==> src/rtl/led_scanner.sv <==
// Four-digit seven-segment scan controller: double-buffered hex value, slot timing,
// leading-zero suppression. Define LEDSCAN_BLANK_EN to add the anti-ghosting blank window.
module led_scanner #(
    parameter int unsigned PRESCALE = 1000,
    parameter int unsigned BLANK    = 16
) (
    input  logic        clk,
    input  logic        rst_n,
    input  logic        load,
    input  logic [15:0] num_in,
    input  logic [3:0]  dots_in,
    input  logic        zero_suppress,
    output logic [15:0] num,
    output logic [1:0]  digit,
    output logic        dot,
    output logic        blank,
    output logic        pending,
    output logic        frame
);

    localparam int unsigned CW = $clog2(PRESCALE);
    localparam logic [CW-1:0] SLOT_LAST = CW'(PRESCALE - 1);

`ifdef LEDSCAN_BLANK_EN
    localparam logic [CW-1:0] BLANK_W   = CW'(BLANK);
    localparam logic          BLANK_RST = (BLANK > 0);
`else
    localparam logic          BLANK_RST = 1'b0;
`endif

    if (PRESCALE < 2 || PRESCALE > 65535) begin : g_bad_prescale
        $error("led_scanner: PRESCALE must be in 2..65535");
    end
    if (BLANK >= PRESCALE) begin : g_bad_blank
        $error("led_scanner: BLANK must be below PRESCALE");
    end

    logic [CW-1:0] slot_cnt;
    logic [3:0]    dots;
    logic [15:0]   shadow_num;
    logic [3:0]    shadow_dots;

    logic          slot_wrap;
    logic          commit;
    logic [CW-1:0] slot_nxt;
    logic [1:0]    digit_nxt;
    logic [15:0]   num_nxt;
    logic [3:0]    dots_nxt;
    logic          upper_zero;
    logic          window_nxt;

    // Outputs are registered from next-state values so dot/blank/num line up with digit.
    always_comb begin
        slot_wrap = (slot_cnt == SLOT_LAST);
        commit    = slot_wrap && (digit == 2'd3) && pending;
        slot_nxt  = slot_wrap ? '0 : slot_cnt + 1'b1;
        digit_nxt = slot_wrap ? digit + 2'd1 : digit;
        num_nxt   = commit ? shadow_num : num;
        dots_nxt  = commit ? shadow_dots : dots;

        case (digit_nxt)
            2'd1:    upper_zero = (num_nxt[15:4]  == '0);
            2'd2:    upper_zero = (num_nxt[15:8]  == '0);
            2'd3:    upper_zero = (num_nxt[15:12] == '0);
            default: upper_zero = 1'b0;
        endcase

`ifdef LEDSCAN_BLANK_EN
        window_nxt = (slot_nxt < BLANK_W);
`else
        window_nxt = 1'b0;
`endif
    end

    always_ff @(posedge clk or negedge rst_n) begin
        if (!rst_n) begin
            slot_cnt    <= '0;
            digit       <= '0;
            num         <= '0;
            dots        <= '0;
            shadow_num  <= '0;
            shadow_dots <= '0;
            pending     <= 1'b0;
            frame       <= 1'b0;
            dot         <= 1'b0;
            blank       <= BLANK_RST;
        end else begin
            slot_cnt <= slot_nxt;
            digit    <= digit_nxt;
            num      <= num_nxt;
            dots     <= dots_nxt;
            if (load) begin
                shadow_num  <= num_in;
                shadow_dots <= dots_in;
            end
            // A load on the commit edge keeps pending set for the following frame.
            pending <= load | (pending & ~commit);
            frame   <= commit;
            dot     <= dots_nxt[digit_nxt];
            blank   <= (zero_suppress && upper_zero) || window_nxt;
        end
    end

endmodule

==> config.mk <==
export PLATFORM = sky130hd
export DESIGN_NAME = led_scanner
export DESIGN_NICKNAME = d
export VERILOG_FILES = /design/src/rtl/led_scanner.sv
export SDC_FILE = /design/constraint.sdc
export NUM_CORES = 1
export LEC_CHECK = 0
export BUFFER_PORTS_ARGS = -buffer_cell sky130_fd_sc_hd__buf_2
export CAP_MARGIN = 20
export CORE_AREA = 3 3 72 74
export CTS_CLUSTER_SIZE = 20
export DETAILED_ROUTE_END_ITERATION = 10
export DIE_AREA = 0 0 75 77
export PLACE_DENSITY = 0.71
export SLEW_MARGIN = 20
export SYNTH_ARGS = -nofsm -noshare
export SYNTH_HDL_FRONTEND = slang
export SYNTH_SLANG_ARGS = --single-unit
==> constraint.sdc <==
create_clock -name clk -period 2.4 [get_ports clk]
set_clock_uncertainty 0.05 [all_clocks]
set_input_delay 0.12 -clock clk [delete_from_list [all_inputs] [get_ports clk]]
set_output_delay 0.12 -clock clk [all_outputs]
set_load 0.02 [all_outputs]
* Yosys cells after proc, flatten, opt, wreduce, memory -nomap -nowiden
Index checks and enable logic that the tools add are counted. Widths: inputs -> output; s select.
Storage, ports and cells: register bits 56, input port bits 24, output and inout bits 22, word-level logic and storage cells 35
Cells by class: add/sub/neg operators 2, magnitude comparators 1, equal/unequal tests 5, mux-type cells 7, bitwise gates (word level) 3, reduce and logical (&&, ||, !) cells 6
Operators with widths (count):
- $mux 16 | 1
- $logic_not 12->1 | 1
- $add 10x1->10 const B | 1
- $eq 10x10->1 const B | 1
- $mux 10 | 1
- $logic_not 8->1 | 1
- $eq 2x2->1 const B | 3
- $logic_not 4->1 | 1
- $mux 4 | 1
- $logic_and 1x1->1 | 3
- $lt 2x3->1 const B | 1
- $pmux 1 s3 | 1
- $add 2x1->2 const B | 1
- $bmux 1 s2 | 1
- $eq 2x1->1 const B | 1
- $mux 2 | 1
- $and 1x1->1 | 1
- $mux 1 | 1
- $not 1->1 | 1
- $or 1x1->1 | 1

* Depth between registers and ports, before layout
word-level depth 7, mapped depth 7, mapped depth without buffers 6

* Worst setup path before layout
OpenSTA, ideal clock, no wires.
kind reg-to-reg, start point register digit[0], end point register dot, setup time 0.138 ns, data arrival time 1.842 ns, required time 2.212 ns, slack 0.369 ns, stages on the path, launching flop included 6, path buffers 0, period minus slack after synthesis 2.031 ns, path through dfrtp_1 > ha_1 > and2_1 > nand4_4 > mux2_2 > mux4_2
On the way: cells in the longest elaborated chain, start to end 6, elaborated cells between the ends (all ways) 8, classes of those cells 1 x add/sub; 1 x eq/ne; 4 x mux; 2 x reduce/logical
RTL lines:
- from (decl) | RTL line 14 | output logic [1:0] digit,
- from (signal assigned) | RTL line 89 | digit <= digit_nxt;
- $eq 2x2->1 | RTL line 55 | commit = slot_wrap && (digit == 2'd3) && pending;
- $logic_and 1x1->1 (2 in series) | RTL line 55
- $mux 4 | RTL line 59 | dots_nxt = commit ? shadow_dots : dots;
- net dots_nxt[0] | RTL line 48 | logic [3:0] dots_nxt;
- $bmux 1 s2 | RTL line 99 | dot <= dots_nxt[digit_nxt];
- $mux 1 (not written as such) | RTL line 99
- to (signal assigned) | RTL line 99
- to (decl) | RTL line 15 | output logic dot,
The timed path passes the listed nets, and every way through them passes these cells. The select of a mux whose other input is x is not followed. A chain may end at the register's enable or synchronous reset.

* Final worst setup path
Ends and elaborated chain as after synthesis.

==> results.json <==
{
  "route.antenna.remaining_nets": 0,
  "cap_violations": 0,
  "synthAdderAreaFrac": 0.0109,
  "post_layout_nonfiller_instances": 285,
  "fraction_of_the_mapped_netlist_area_in_compound_gates": 0.0397,
  "h-tree-depth": 2,
  "maxSlewViolCount": 0,
  "max_clock_freq_ghz": 0.464,
  "clock-sinks": 56,
  "synth.net_count": 187,
  "drc_errors": 0,
  "post-place-cells": 258,
  "path_category_of_the_worst_min_delay_check": "input pin to flip-flop",
  "grt_use_total": 0.174,
  "detailedPlace.worstSlack_ns": 0.247,
  "multiInputGateArea_um2": 863,
  "p_leak_uw": 0.00150,
  "synthXorXnorAreaFrac": 0.0266,
  "first_global_vias": 1662,
  "postPlaceCellArea_mm2": 0.00259,
  "synth_top_family_by_area": "multiplexers",
  "detail_route.wl_per_cell_um": 15.9,
  "synth.ff_latch_count": 56,
  "setup.worst_path.start_class": "flip-flop",
  "status": "finished, final reports clean",
  "synth_area_leaders": "dfrtp_1 61%, mux2_2 20%, xor2_1 1.5%",
  "die-area_mm2": 0.00578,
  "layout_cell_share_with_drive_strength_beyond_1": 0.429,
  "fin_area_mm2": 0.00287,
  "area_added_between_synthesis_and_finish_pct": 24.8,
  "cts_resized": 0,
  "number_of_antenna_violations_at_the_first_check_in_global_routing": 0,
  "setup_failing_eps_final": 0,
  "post-route-period-util": 0.898,
  "synthDominantAreaCellType": "dfrtp_1",
  "crit_type": "flip-flop to flip-flop",
  "num-fill-cells": 383,
  "ir_worst_vdd_mv": 0.409,
  "timing.max_slew.rel_slack": 0.611,
  "dieHeight_um": 77,
  "r2r.worst_path.cells": 5,
  "final_net_count": 257,
  "power.density_cell_area_mw_per_mm2": 553,
  "worst-path-max-fanout": 15,
  "fin_setup_tns_ns": 0,
  "die_width_um": 75,
  "hold_path_depth": 2,
  "dp_hpwl_um": 3250,
  "synth_cell_types": 35,
  "finalWorstSetupSlack_ns": 0.244,
  "cp-end-kind": "flip-flop",
  "worst_setup_hold_path_clk_slew_ns": 0.09,
  "cts_made_buffers": 5,
  "via_per_inst": 5.31,
  "grt_remaining_overflow": 0,
  "cts_tree": "done",
  "largest_net_degree_at_the_start_of_global_routing": 31,
  "cp.required_ns": 2.54,
  "vias": 1513,
  "total_power_uw": 1590,
  "hold-path-endpoint": "shadow_dots[2]",
  "timing.reg2reg.setup_slack_ns": 0.24,
  "grt_setup_unrepaired": "false",
  "yosys.area_share.simple": 0.0821,
  "clock_latency_ns": 0.31,
  "worstHoldStart": "dots_in[2]",
  "drtPass1Iterations": 4,
  "sequential_cell_area_mm2": 0.00140,
  "post-cts-setup-buffers": 0,
  "cp_data_arrival_time_ns": 2.30,
  "period_needed_ns": 2.16,
  "reg2reg_to": "dot",
  "design.portCount": 46,
  "placeableCoreArea_mm2": 0.00466,
  "detail_route.iter0.violations": 75,
  "regToRegStartpoint": "digit[0]",
  "ctsLongestPathBuffers": 2,
  "syn_std_cell_area_mm2": 0.00230,
  "multiplexer_share_of_the_synthesized_area": 0.216,
  "synthDominantCellAreaShare": 0.609,
  "worstMarginPinSlew_ns": 0.583,
  "num_antenna_cells": 0,
  "avgSynthCellArea_um2": 14.3,
  "wire_length_of_the_first_global_routing_pass_um": 7760,
  "initial_core_util": 0.494,
  "buffer_ports.inserted": 45,
  "floorplan.rows": 25,
  "synth-seq-area-share": 0.609,
  "final_hold_viol_count": 0,
  "place.gp.congestion": 0.803,
  "root_buffer": "clkbuf_8",
  "synth-warning-count": 0,
  "finalWirelength_um": 4540,
  "synthesis.instances": 161
}
placed cells by master, fill, tap and decap left out:
cell type,instances
and4_2,1
nor4_1,3
o21ai_0,3
inv_1,4
clkbuf_8,5
nor3_1,1
ha_1,2
nor2b_1,2
a21o_1,1
and4bb_4,1
nand4_1,1
mux2i_2,1
mux4_2,1
and3_1,1
nand4_4,1
mux2_2,40
nand3_1,4
or4_1,2
clkbuf_1,1
a211oi_1,2
nand2_1,4
dlygate4sd3_1,20
buf_4,3
a22oi_1,1
a31oi_1,1
buf_2,45
mux2i_1,1
a21boi_0,1
o41ai_1,1
a22o_1,1
clkinv_2,1
o211a_1,1
xor2_1,4
and2_1,2
xnor2_1,3
dfrtp_1,56
a21oi_1,1
nor2_1,8
Yosys cell counts (all sizes together):
| library cell | instances |
|---|---|
| and4bb | 1 |
| o211a | 1 |
| a31oi | 1 |
| a21o | 1 |
| ha | 2 |
| nor3 | 1 |
| a21oi | 1 |
| dfrtp | 56 |
| mux2 | 40 |
| clkbuf | 2 |
| and4 | 1 |
| nor4 | 3 |
| a22oi | 1 |
| a21boi | 1 |
| o41ai | 1 |
| and3 | 1 |
| and2 | 2 |
| o21ai | 3 |
| nand3 | 4 |
| nor2 | 8 |
| a211oi | 2 |
| a22o | 1 |
| nand4 | 2 |
| inv | 4 |
| xnor2 | 3 |
| buf | 3 |
| mux2i | 2 |
| mux4 | 1 |
| nor2b | 2 |
| nand2 | 4 |
| or4 | 2 |
| xor2 | 4 |
critical path, stage by stage, from the launching register on:
cell,delay [ns]
dfrtp_1,0.45
ha_1,0.21
and2_1,0.21
nand4_4,0.28
mux2_2,0.38
mux4_2,0.46
repair_timing:
item                                   4_1_cts  5_1_grt
setup endpoints to repair                    0        0
hold buffers                                19        1
endpoints found under the hold margin       44        1
worst max path at each step:
stage | start | to | slack [ns] | depth (start not counted)
after floorplan | digit[0] | dot | 0.37 | 5
after detailed placement | digit[0] | dot | 0.25 | 5
after global routing | digit[0] | blank | 0.05 | 6
final | digit[0] | dot | 0.24 | 5
after CTS | digit[0] | blank | 0.23 | 6
after global placement | digit[0] | dot | 0.36 | 5
stage by stage:
stage	hold WS, ns	utilization
final	0.00713	0.616
after global routing	0.0110	0.616
after CTS	0.000350	0.614
after detailed placement	0.111	0.557
after global placement	0.0919	0.557
after floorplan	-0.226	-
metal layers:
| metal | global-route usage | share of wire | vias to the layer above |
|---|---|---|---|
| met5 | 0 | 0 | - |
| met4 | 0.0676 | 0.016 | 0 |
| met3 | 0.0433 | 0.041 | 6 |
| met2 | 0.279 | 0.51 | 31 |
| met1 | 0.224 | 0.43 | 763 |
| li1 | - | - | 713 |
kinds of logic (layout without fill, tap and decap cells):
logic type,Yosys count,count (layout)
xor+xnor,7,7
buf+inv,9,79
compound gates,13,13
flops,56,56
fa+ha+maj,2,2
mux,43,43
simple gates,31,31
power by group:
part	switching, uW	internal (uW)	total, uW	leakage, uW
Clock	282	199	481	0.0000410
Sequential	23.4	977	1000	0.000717
Combinational	41.8	66.1	108	0.000738
Total	347	1240	1590	0.00150
flip-flops by register name (all words and copies together), names as in the netlist:
name / count
slot_cnt: 10
num: 16
blank: 1
frame: 1
digit: 2
dot: 1
dots: 4
shadow_dots: 4
pending: 1
shadow_num: 16
layout make-up:
class                           instances  share of cell area
Timing Repair Buffer                   68               0.156
Multi-Input combinational cell         96               0.301
Clock inverter                          1             0.00174
Clock buffer                            6              0.0253
Tap cell                               54              0.0235
Sequential cell                        56               0.488
Inverter                                4             0.00523
Note: power is estimated with default switching activity, not from simulation.
